## src/rtl/multdiv_unit_pkg.sv

```systemverilog
// Execute-stage constants shared by the multiply/divide unit.
package multdiv_unit_pkg;

  typedef enum logic [1:0] {
    S_IDLE = 2'd0,
    S_MUL  = 2'd1,
    S_DIV  = 2'd2,
    S_DONE = 2'd3
  } state_t;

  localparam int unsigned MULT_ITERS = 16;
  localparam int unsigned DIV_ITERS  = 32;
  localparam logic [31:0] INT_MIN    = 32'h8000_0000;

  function automatic logic [31:0] abs32(input logic [31:0] v);
    return v[31] ? (~v + 32'd1) : v;
  endfunction

endpackage

```

## src/rtl/multdiv_unit_booth.sv

```systemverilog
// Radix-4 Booth recoder: maps a 3-bit multiplier group to partial-product controls.
module booth_recode (
  input  logic [2:0] i_group,
  output logic       o_zero,
  output logic       o_neg,
  output logic       o_dbl
);

  assign o_zero = (i_group == 3'b000) || (i_group == 3'b111);
  assign o_neg  = i_group[2] & ~(i_group[1] & i_group[0]);
  assign o_dbl  = (i_group == 3'b011) || (i_group == 3'b100);

endmodule

```

## src/rtl/multdiv_unit.sv

```systemverilog
// Multi-cycle signed 32-bit multiply (radix-4 Booth) / divide (restoring) unit.
module multdiv_unit
  import multdiv_unit_pkg::*;
(
  input  logic        clock,
  input  logic        reset,
  input  logic [31:0] data_operandA,
  input  logic [31:0] data_operandB,
  input  logic        ctrl_MULT,
  input  logic        ctrl_DIV,
  output logic [31:0] data_result,
  output logic        data_exception,
  output logic        data_resultRDY
);

  state_t      r_state, w_next;
  logic [5:0]  r_cnt;
  logic [63:0] r_prod;
  logic        r_qm1;
  logic [31:0] r_mcand;
  logic [63:0] r_rq;
  logic [31:0] r_dvsr;
  logic        r_qneg, r_dovf;
  logic [31:0] r_result;
  logic        r_exc, r_rdy;

  logic        w_zero, w_neg, w_dbl;
  logic [33:0] w_mag, w_pp, w_hi;
  logic [63:0] w_prod_next;
  logic [32:0] w_diff;
  logic [63:0] w_rq_next;
  logic        w_mul_last, w_div_last, w_divz;

  booth_recode u_booth (
    .i_group (r_prod[2:0] == 3'b000 ? {r_prod[1:0], r_qm1} : {r_prod[1:0], r_qm1}),
    .o_zero  (w_zero),
    .o_neg   (w_neg),
    .o_dbl   (w_dbl)
  );

  // Multiplier bits sit in the low half of r_prod and shift out as the sum moves in.
  assign w_mag       = w_dbl ? {r_mcand[31], r_mcand, 1'b0} : {{2{r_mcand[31]}}, r_mcand};
  assign w_pp        = w_zero ? '0 : (w_neg ? (~w_mag + 34'd1) : w_mag);
  assign w_hi        = {{2{r_prod[63]}}, r_prod[63:32]} + w_pp;
  assign w_prod_next = {w_hi, r_prod[31:2]};

  // Shifted remainder is {r_rq[63:31]}; it never exceeds 32 significant bits.
  assign w_diff    = r_rq[63:31] - {1'b0, r_dvsr};
  assign w_rq_next = ~w_diff[32] ? {w_diff[31:0], r_rq[30:0], 1'b1} : {r_rq[62:0], 1'b0};

  assign w_mul_last = (r_state == S_MUL) && (r_cnt == 6'(MULT_ITERS - 1));
  assign w_div_last = (r_state == S_DIV) && (r_cnt == 6'(DIV_ITERS - 1));
  assign w_divz     = (data_operandB == '0);

  always_ff @(posedge clock or posedge reset) begin
    if (reset) r_state <= S_IDLE;
    else       r_state <= w_next;
  end

  always_comb begin
    w_next = r_state;
    case (r_state)
      S_MUL:   if (w_mul_last) w_next = S_DONE;
      S_DIV:   if (w_div_last) w_next = S_DONE;
      S_DONE:  w_next = S_IDLE;
      default: w_next = r_state;
    endcase
    if (ctrl_MULT)     w_next = S_MUL;
    else if (ctrl_DIV) w_next = w_divz ? S_DONE : S_DIV;
  end

  always_ff @(posedge clock or posedge reset) begin
    if (reset) begin
      r_cnt    <= '0;
      r_prod   <= '0;
      r_qm1    <= 1'b0;
      r_mcand  <= '0;
      r_rq     <= '0;
      r_dvsr   <= '0;
      r_qneg   <= 1'b0;
      r_dovf   <= 1'b0;
      r_result <= '0;
      r_exc    <= 1'b0;
      r_rdy    <= 1'b0;
    end else begin
      r_rdy <= 1'b0;
      if (ctrl_MULT) begin
        r_cnt   <= '0;
        r_prod  <= {32'd0, data_operandB};
        r_qm1   <= 1'b0;
        r_mcand <= data_operandA;
      end else if (ctrl_DIV) begin
        r_cnt  <= '0;
        r_rq   <= {32'd0, abs32(data_operandA)};
        r_dvsr <= abs32(data_operandB);
        r_qneg <= data_operandA[31] ^ data_operandB[31];
        r_dovf <= (data_operandA == INT_MIN) && (data_operandB == '1);
        if (w_divz) begin
          r_result <= '0;
          r_exc    <= 1'b1;
          r_rdy    <= 1'b1;
        end
      end else begin
        case (r_state)
          S_MUL: begin
            r_prod <= w_prod_next;
            r_qm1  <= r_prod[1];
            r_cnt  <= r_cnt + 6'd1;
            if (w_mul_last) begin
              r_cnt    <= '0;
              r_result <= w_prod_next[31:0];
              r_exc    <= (w_prod_next[63:32] != {32{w_prod_next[31]}});
              r_rdy    <= 1'b1;
            end
          end
          S_DIV: begin
            r_rq  <= w_rq_next;
            r_cnt <= r_cnt + 6'd1;
            if (w_div_last) begin
              r_cnt    <= '0;
              r_result <= r_qneg ? (~w_rq_next[31:0] + 32'd1) : w_rq_next[31:0];
              r_exc    <= r_dovf;
              r_rdy    <= 1'b1;
            end
          end
          default: ;
        endcase
      end
    end
  end

  assign data_result    = r_result;
  assign data_exception = r_exc;
  assign data_resultRDY = r_rdy;

endmodule

```

## config.mk

```make
export PLATFORM = sky130hd
export DESIGN_NAME = multdiv_unit
export DESIGN_NICKNAME = d
export VERILOG_FILES = /design/src/rtl/multdiv_unit_pkg.sv /design/src/rtl/multdiv_unit_booth.sv /design/src/rtl/multdiv_unit.sv
export SDC_FILE = /design/constraint.sdc
export NUM_CORES = 1
export LEC_CHECK = 0
export ABC_AREA = 1
export CORE_MARGIN = 10
export CORE_UTILIZATION = 50
export CTS_CLUSTER_DIAMETER = 80
export DETAILED_ROUTE_END_ITERATION = 6
export MAX_ROUTING_LAYER = met4
export PLACE_DENSITY = 0.77
export SLEW_MARGIN = 10
export SYNTH_ARGS = -nofsm -noshare
export SYNTH_HDL_FRONTEND = slang
export SYNTH_SLANG_ARGS = --single-unit
```

## constraint.sdc

```tcl
create_clock -name clock -period 8 [get_ports clock]
set_input_delay 1.2 -clock clock [delete_from_list [all_inputs] [get_ports clock]]
set_output_delay 1.2 -clock clock [all_outputs]
set_load 0.1 [all_outputs]
```

==> results of run 1 <==
-- synthesized netlist by cell type, types with 31 or more instances --
cell	number	area share, %
clkbuf_1	72	1.5
a21oi_1	162	4.5
o221ai_1	45	2.2
nand3_1	152	4.2
o211ai_1	32	1.3
dfrtp_1	237	33
o21ai_0	296	8.2
nand4_1	46	1.6
inv_1	378	7.8
xor2_1	51	2.5
ha_1	74	5.1
nand2_1	728	15
nor3_1	31	0.86
nor2_1	209	4.3
-- sequential cells by signal, indices dropped and copies added (netlist names) --
| name | count |
|---|---|
| data_exception | 1 |
| data_result | 32 |
| r_qm1 | 1 |
| r_dovf | 1 |
| r_dvsr | 32 |
| r_state | 2 |
| r_qneg | 1 |
| r_mcand | 32 |
| r_prod | 64 |
| data_resultRDY | 1 |
| r_cnt | 6 |
| r_rq | 64 |
-- cell families (layout without fill, tap and decap cells) --
group | Yosys count | after routing | share of synthesized area, %
xor+xnor | 69 | 69 | 3.33
mux | 1 | 1 | 0.0621
buf+inv | 478 | 560 | 10.2
simple gates | 1218 | 1218 | 28.2
fa+ha+maj | 76 | 76 | 5.33
compound gates | 636 | 636 | 20.2
flops | 237 | 237 | 32.7
-- layout make-up --
cell class	count	area share, %
sequential	237	28.9
clock inverter	10	0.841
multi-input combinational	2000	50.5
tap	461	2.81
inverter	385	7.07
timing repair buffer	122	5.66
clock buffer	43	4.28
-- layer usage --
layer / wire, um / up-vias
li1: - / 9093
met1: 26500 / 8935
met2: 29400 / 873
met3: 4560 / 167
met4: 2450 / 0
met5: 0 / -
-- power groups by stage --
| stage | Combinational [uW] | Sequential, uW | Clock [uW] |
|---|---|---|---|
| global route | 2830 | 1630 | 1520 |
| global placement | 2510 | 1610 | 0 |
| detailed placement | 2540 | 1620 | 0 |
| CTS | 2560 | 1600 | 1470 |
| floorplan | 1320 | 2100 | 0 |
| finish | 2590 | 1610 | 1460 |
-- through the flow --
stage                     hold slack (ns)  total power, uW  util [%]
final                               0.482             5660      57.6
after global routing                0.505             5970      57.6
after CTS                           0.485             5630      57.6
after detailed placement            0.469             4160      54.7
after global placement              0.463             4120      54.7
after floorplan                     0.447             3430         -
-- worst paths after layout --
path                                         endpoint  slack [ns]  cells past startpoint
min                             r_dvsr[7]$_DFFE_PP0P_        0.48                      2
min in group asynchronous        r_cnt[0]$_DFFE_PP0P_        1.14                      2
max in group asynchronous      r_prod[12]$_DFFE_PP0P_        5.34                      3
max reg2reg                data_exception$_DFFE_PP0P_        2.78                     31
min reg2reg                     r_dvsr[7]$_DFFE_PP0P_        0.48                      2
max                        data_exception$_DFFE_PP0P_        2.78                     31
-- layout by cell type, fill, tap and decap left out, types with 51 or more instances in the layout --
master	instances
nor2_1	206
xor2_1	51
dfrtp_1	237
inv_1	376
a21oi_1	162
nand2_1	728
o21ai_0	296
ha_1	74
nand3_1	152
clkdlybuf4s50_1	100
-- tightest hold or removal path, stage by stage (launching register included) --
cell	delay [ns]
dfrtp_1	0.34
nand2_1	0.05
o21ai_0	0.05
==> impl_results.md, run 1 <==
* Placed Area at between 15000 and 20000 um2
* First-pass GRT wire length at 99200 um
* Worst-path clk slew at 0.06 ns
* Worst Clk Skew at 0.0137 ns
* Power share of the combinational group at 45.8%
* WS Path Type: reg -> reg
* Cell Area, Synth at 18100 um2
* Max-cap viol count at 0
* Global route overflow at 0
* Share of cells above drive strength 1 at 4.25%
* Crit-path max FO at 41
* TNS Setup at 0 ns
* Worst-case clock buffer depth at 3
* Via count at 19.1k
* Post-Place Worst Slack at between 2 and 3 ns
* Routed len/inst at 19.3 um
* Dpl hpwl at 47500 um
* Worst Tran Pin Value at 1.20 ns
* Slew margin rel. at 19.8%
* Starting Density at 50.8%
* Die width at between 200 and 250 um
* GR Util met3 at 3.25%
* Post-CTS Setup Inserts at 0
* Met2 usage in global routing at 46.3%
* Cts repair resizes at 0
* WL final at 63000 um
* Worst-Skew Late Latency at approximately 0.60 ns
* Drc violations at 0
* Worst Slack Setup Final at 2.78 ns
* Diodes inserted at 0
* Worst path slowest cell: dfrtp_1
* Predominant post-synthesis flop cell: dfrtp_1
* # fillers at around 3.3k
* Switch Pwr at approximately 2700 uW
* CTS tree: done
* Fin. max-slew vios at 0
* EDFF count, synth at 0
* Sequential-to-total area share from yosys stat at 32.7%
* PortBufs at 101
* CP top delay family: simple AND/OR/NAND/NOR gates
* Critical Path End Type: flop
* Fin area at 20500 um2
* Vias/cell at ~5.9
* Met1 usage at 36.5%
* Placeable Area at 35700 um2
* Die ar. at about 44000 um2
* Io pins at 102
* Root buf cell: clkbuf_16
* RSZ-0062 raised after global routing: no
* Die H at 210 um
* Final net count at between 2k and 3k
* Router iterations before antenna repair at 6
* GR Util All Layers at between 20% and 30%
* Worst hold path class: reg -> reg
* Number of nets with antenna violations after routing at 0
* Crit path DAT at 5.68 ns
* Core Rows at 69
* Layout area overhead at 13.4%
* Hold Vio Cnt, Final at 0
* Post-placement cell count at 3205
* Layout Cells excl Fill at 3258
* Post-layout minimum cycle time at 5.22 ns
* P_leak at 0.0102 uW
* Status: finished clean
* Async S/R FF share, synth at 100%
* Register bit total from synthesis at 237
* Reg2Reg Launch Point: r_prod[0]$_DFFE_PP0P_
* # hold bufs at CTS at 0
* Max IR drop VDD at 444 uV
* Switching share of power at a little under half
* CTS sink cnt at around 240
* Most Used Layer, Global Route: met2
* CP startpoint kind: flop
* Gpl congestion at 1.04
* Buffers plus inverters on the worst setup path at 2
* Most frequent CP cell: nand2_1
* Power per cell area at 276 nW/um2
* Flop pwr share at 28.4%
* Cell internal pwr at 3000 uW
* Multi-input gate area in the final layout at 10400 um2
* Vias in the first global route at 18.3k
* Syn nets at 2859
* Antenna violations before repair at 0
* Reg area at between 5000 and 6000 um2
* Finish-stage setup viols at 0
* Syn Inst Count at between 2k and 3k
* Clock share of power at 25.8%
* Number of warnings issued by yosys at 0
* CP required at ~8.5 ns
* Cell variety after synth at 56
* CP peak stage delay at 0.46 ns
* CP Launch Point: r_prod[0]$_DFFE_PP0P_
* Initial DRC count at 2067
* Mean Syn Cell Area at 6.67 um2
* Total CTS buffers at 29
* Fmax at roughly 190 MHz
* Clock H-tree levels at 1
* Hold Crit Start: r_dvsr[7]$_DFFE_PP0P_
* Largest net degree at the start of global routing at 114
* Fin crit share at 65.3%
(Power assumes the default switching activity.)
==> run 2, diff against run 1 <==
PLACE_DENSITY = 0.75   (was 0.77)
clock period = 4.9 ns   (was 8 ns; I/O delays follow)
==> run 2 against run 1 <==
  * Combinational power rose by 81%
  * First-iteration DRC count fell by 9.1%
  * Clock skew rose by 0.00077 ns
  * Worst setup slack got worse by 2.4 ns
  * Via count rose by 0.99%
  * Critical path depth rose by 1
  * Sequential cell count did not move
  * Critical path type unchanged
  * Largest cell class unchanged
  * Largest power group unchanged
==> impl_results.md, run 2 (same netlist as run 1, synthesis figures left out) <==
* Hold Crit Start: r_prod[25]$_DFFE_PP0P_
* Fin. max-slew vios at 0
* Routed len/inst at 20.1 um
* Worst Slack Setup Final at 0.356 ns
* Root buf cell: clkbuf_16
* P_leak at roughly 0.010 uW
* WL final at approximately 67000 um
* Die width at 210 um
* Fmax at 220 MHz
* Layout area overhead at 17.2%
* Most frequent cells in the layout: nand2_1 (717), inv_1 (375), o21ai_0 (277)
* Switch Pwr at between 4000 and 5000 uW
* Worst path slowest cell: dfrtp_2
* First-pass GRT wire length at 104000 um
* Finish-stage setup viols at 0
* Gpl congestion at between 0.9 and 1
* Flop pwr share at 27.7%
* Worst-case clock buffer depth at 3
* Layout Cells excl Fill at around 3.3k
* Clock share of power at roughly 23%
* Final net count at 2985
* Status: finished clean
* Router iterations before antenna repair at 6
* PortBufs at a little over 100
* Worst-path clk slew at around 0.06 ns
* CP Launch Point: r_prod[0]$_DFFE_PP0P_
* Die H at 210 um
* Hold Vio Cnt, Final at 0
* Drc violations at 0
* Switching share of power at roughly half
* CP startpoint kind: flop
* Share of cells above drive strength 1 at 8.67%
* CP required at 5.37 ns
* WS Path Type: reg -> reg
* Total CTS buffers at 29
* Max IR drop VDD at around 660 uV
* Antenna violations before repair at 0
* # hold bufs at CTS at 0
* CP top delay family: simple AND/OR/NAND/NOR gates
* Placeable Area at roughly 36000 um2
* Dpl hpwl at about 52000 um
* Vias/cell at between 5 and 6
* Buffers plus inverters on the worst setup path at 3
* Cell internal pwr at ~5000 uW
* Worst Tran Pin Value at 1.04 ns
* Global route overflow at 0
* Worst Clk Skew at 0.0144 ns
* Initial DRC count at around 1.9k
* Fin crit share at 92.7%
* Power share of the combinational group at between 40% and 50%
* Most common cell after layout, fill and taps aside: nand2_1
* Number of nets with antenna violations after routing at 0
* Die ar. at roughly 44000 um2
* Util after Layout at 59.6%
* CP peak stage delay at between 0.4 and 0.5 ns
* Reg2Reg Launch Point: r_prod[0]$_DFFE_PP0P_
* Post-Place Worst Slack at around 0.068 ns
* Biggest regs: r_prod (64), r_rq (64)
* Clock H-tree levels at 1
* R2r setup slk at 0.36 ns
* Core Rows at 69
* Worst hold path class: reg -> reg
* Power per cell area at 445 nW/um2
* Most frequent CP cell: nand2_1
* Post-placement cell count at 3264
* Slew margin rel. at 30.5%
* Worst-Skew Late Latency at 0.59 ns
* Critical Path End Type: flop
* Post-layout minimum cycle time at 4.54 ns
* Io pins at between 100 and 150
* Starting Density at 50.8%
* CTS sink cnt at 237
* Crit path DAT at roughly 5.0 ns
* CTS tree: done
* GR Util All Layers at 30.3%
* Vias in the first global route at 18.5k
* Diodes inserted at 0
* Crit-path max FO at 7
* Via count at about 19k
* Largest net degree at the start of global routing at 120
* Max-cap viol count at 0
run 2: changes by cell type in the layout (fill, tap and decap cells not counted), sizes merged:
cell,change
buf,+66
clkbuf,-8
bufinv,-2
clkinv,+5
clkinvlp,+4
run 2: final cells by class:
cell class	instances	area, um2
clock buffer	35	758
timing repair buffer	188	1700
clock inverter	17	170
inverter	385	1450
tap	461	577
fill	3402	14400
sequential	237	5930
multi-input combinational	2000	10600
run 2: metal layers:
layer	vias to the layer above	GRT usage [%]	share of wire, %
met4	0	11.6	4.5
li1	9228	-	-
met5	-	-	0
met2	750	49.1	47
met1	9132	38.2	43
met3	147	3.64	6.2
run 2: path summary, 6_finish.rpt:
kind / endpoint / depth (start not counted)
worst max-delay path: data_exception$_DFFE_PP0P_ / 32
worst min-delay path: r_prod[23]$_DFFE_PP0P_ / 2
worst max register to register: data_exception$_DFFE_PP0P_ / 32
worst min register to register: r_prod[23]$_DFFE_PP0P_ / 2
max in group asynchronous: r_rq[51]$_DFFE_PP0P_ / 3
min in group asynchronous: r_rq[13]$_DFFE_PP0P_ / 2
run 2: worst min-delay path: stages, from the launching register on:
cell and delay, ns:
dfrtp_1 0.34, nand2_1 0.05, o221ai_1 0.05
run 2: repair_timing:
| action | in CTS | in global routing |
|---|---|---|
| setup buffers | 0 | 7 |
| endpoints found under the hold margin | 0 | 0 |
| setup endpoints to repair | 0 | 6 |
| resized for setup | 0 | 94 |
run 2: stage by stage:
step                      setup TNS [ns]  total power, uW  instance area [um2]  hold slack [ns]
after detailed placement               0             7110                20000            0.470
after floorplan                        0             5590                18100            0.447
after global routing            -0.00996             9980                21200            0.516
after CTS                              0             9270                20900            0.487
after global placement          -0.00280             7080                20000            0.465
final                                  0             9460                21200            0.481
run 2: power groups by stage:
stage               logic, uW  registers (uW)  clock network, uW
global route             5090            2650               2240
detailed placement       4480            2620                  0
global placement         4460            2620                  0
CTS                      4510            2600               2160
floorplan                2160            3430                  0
finish                   4700            2620               2140
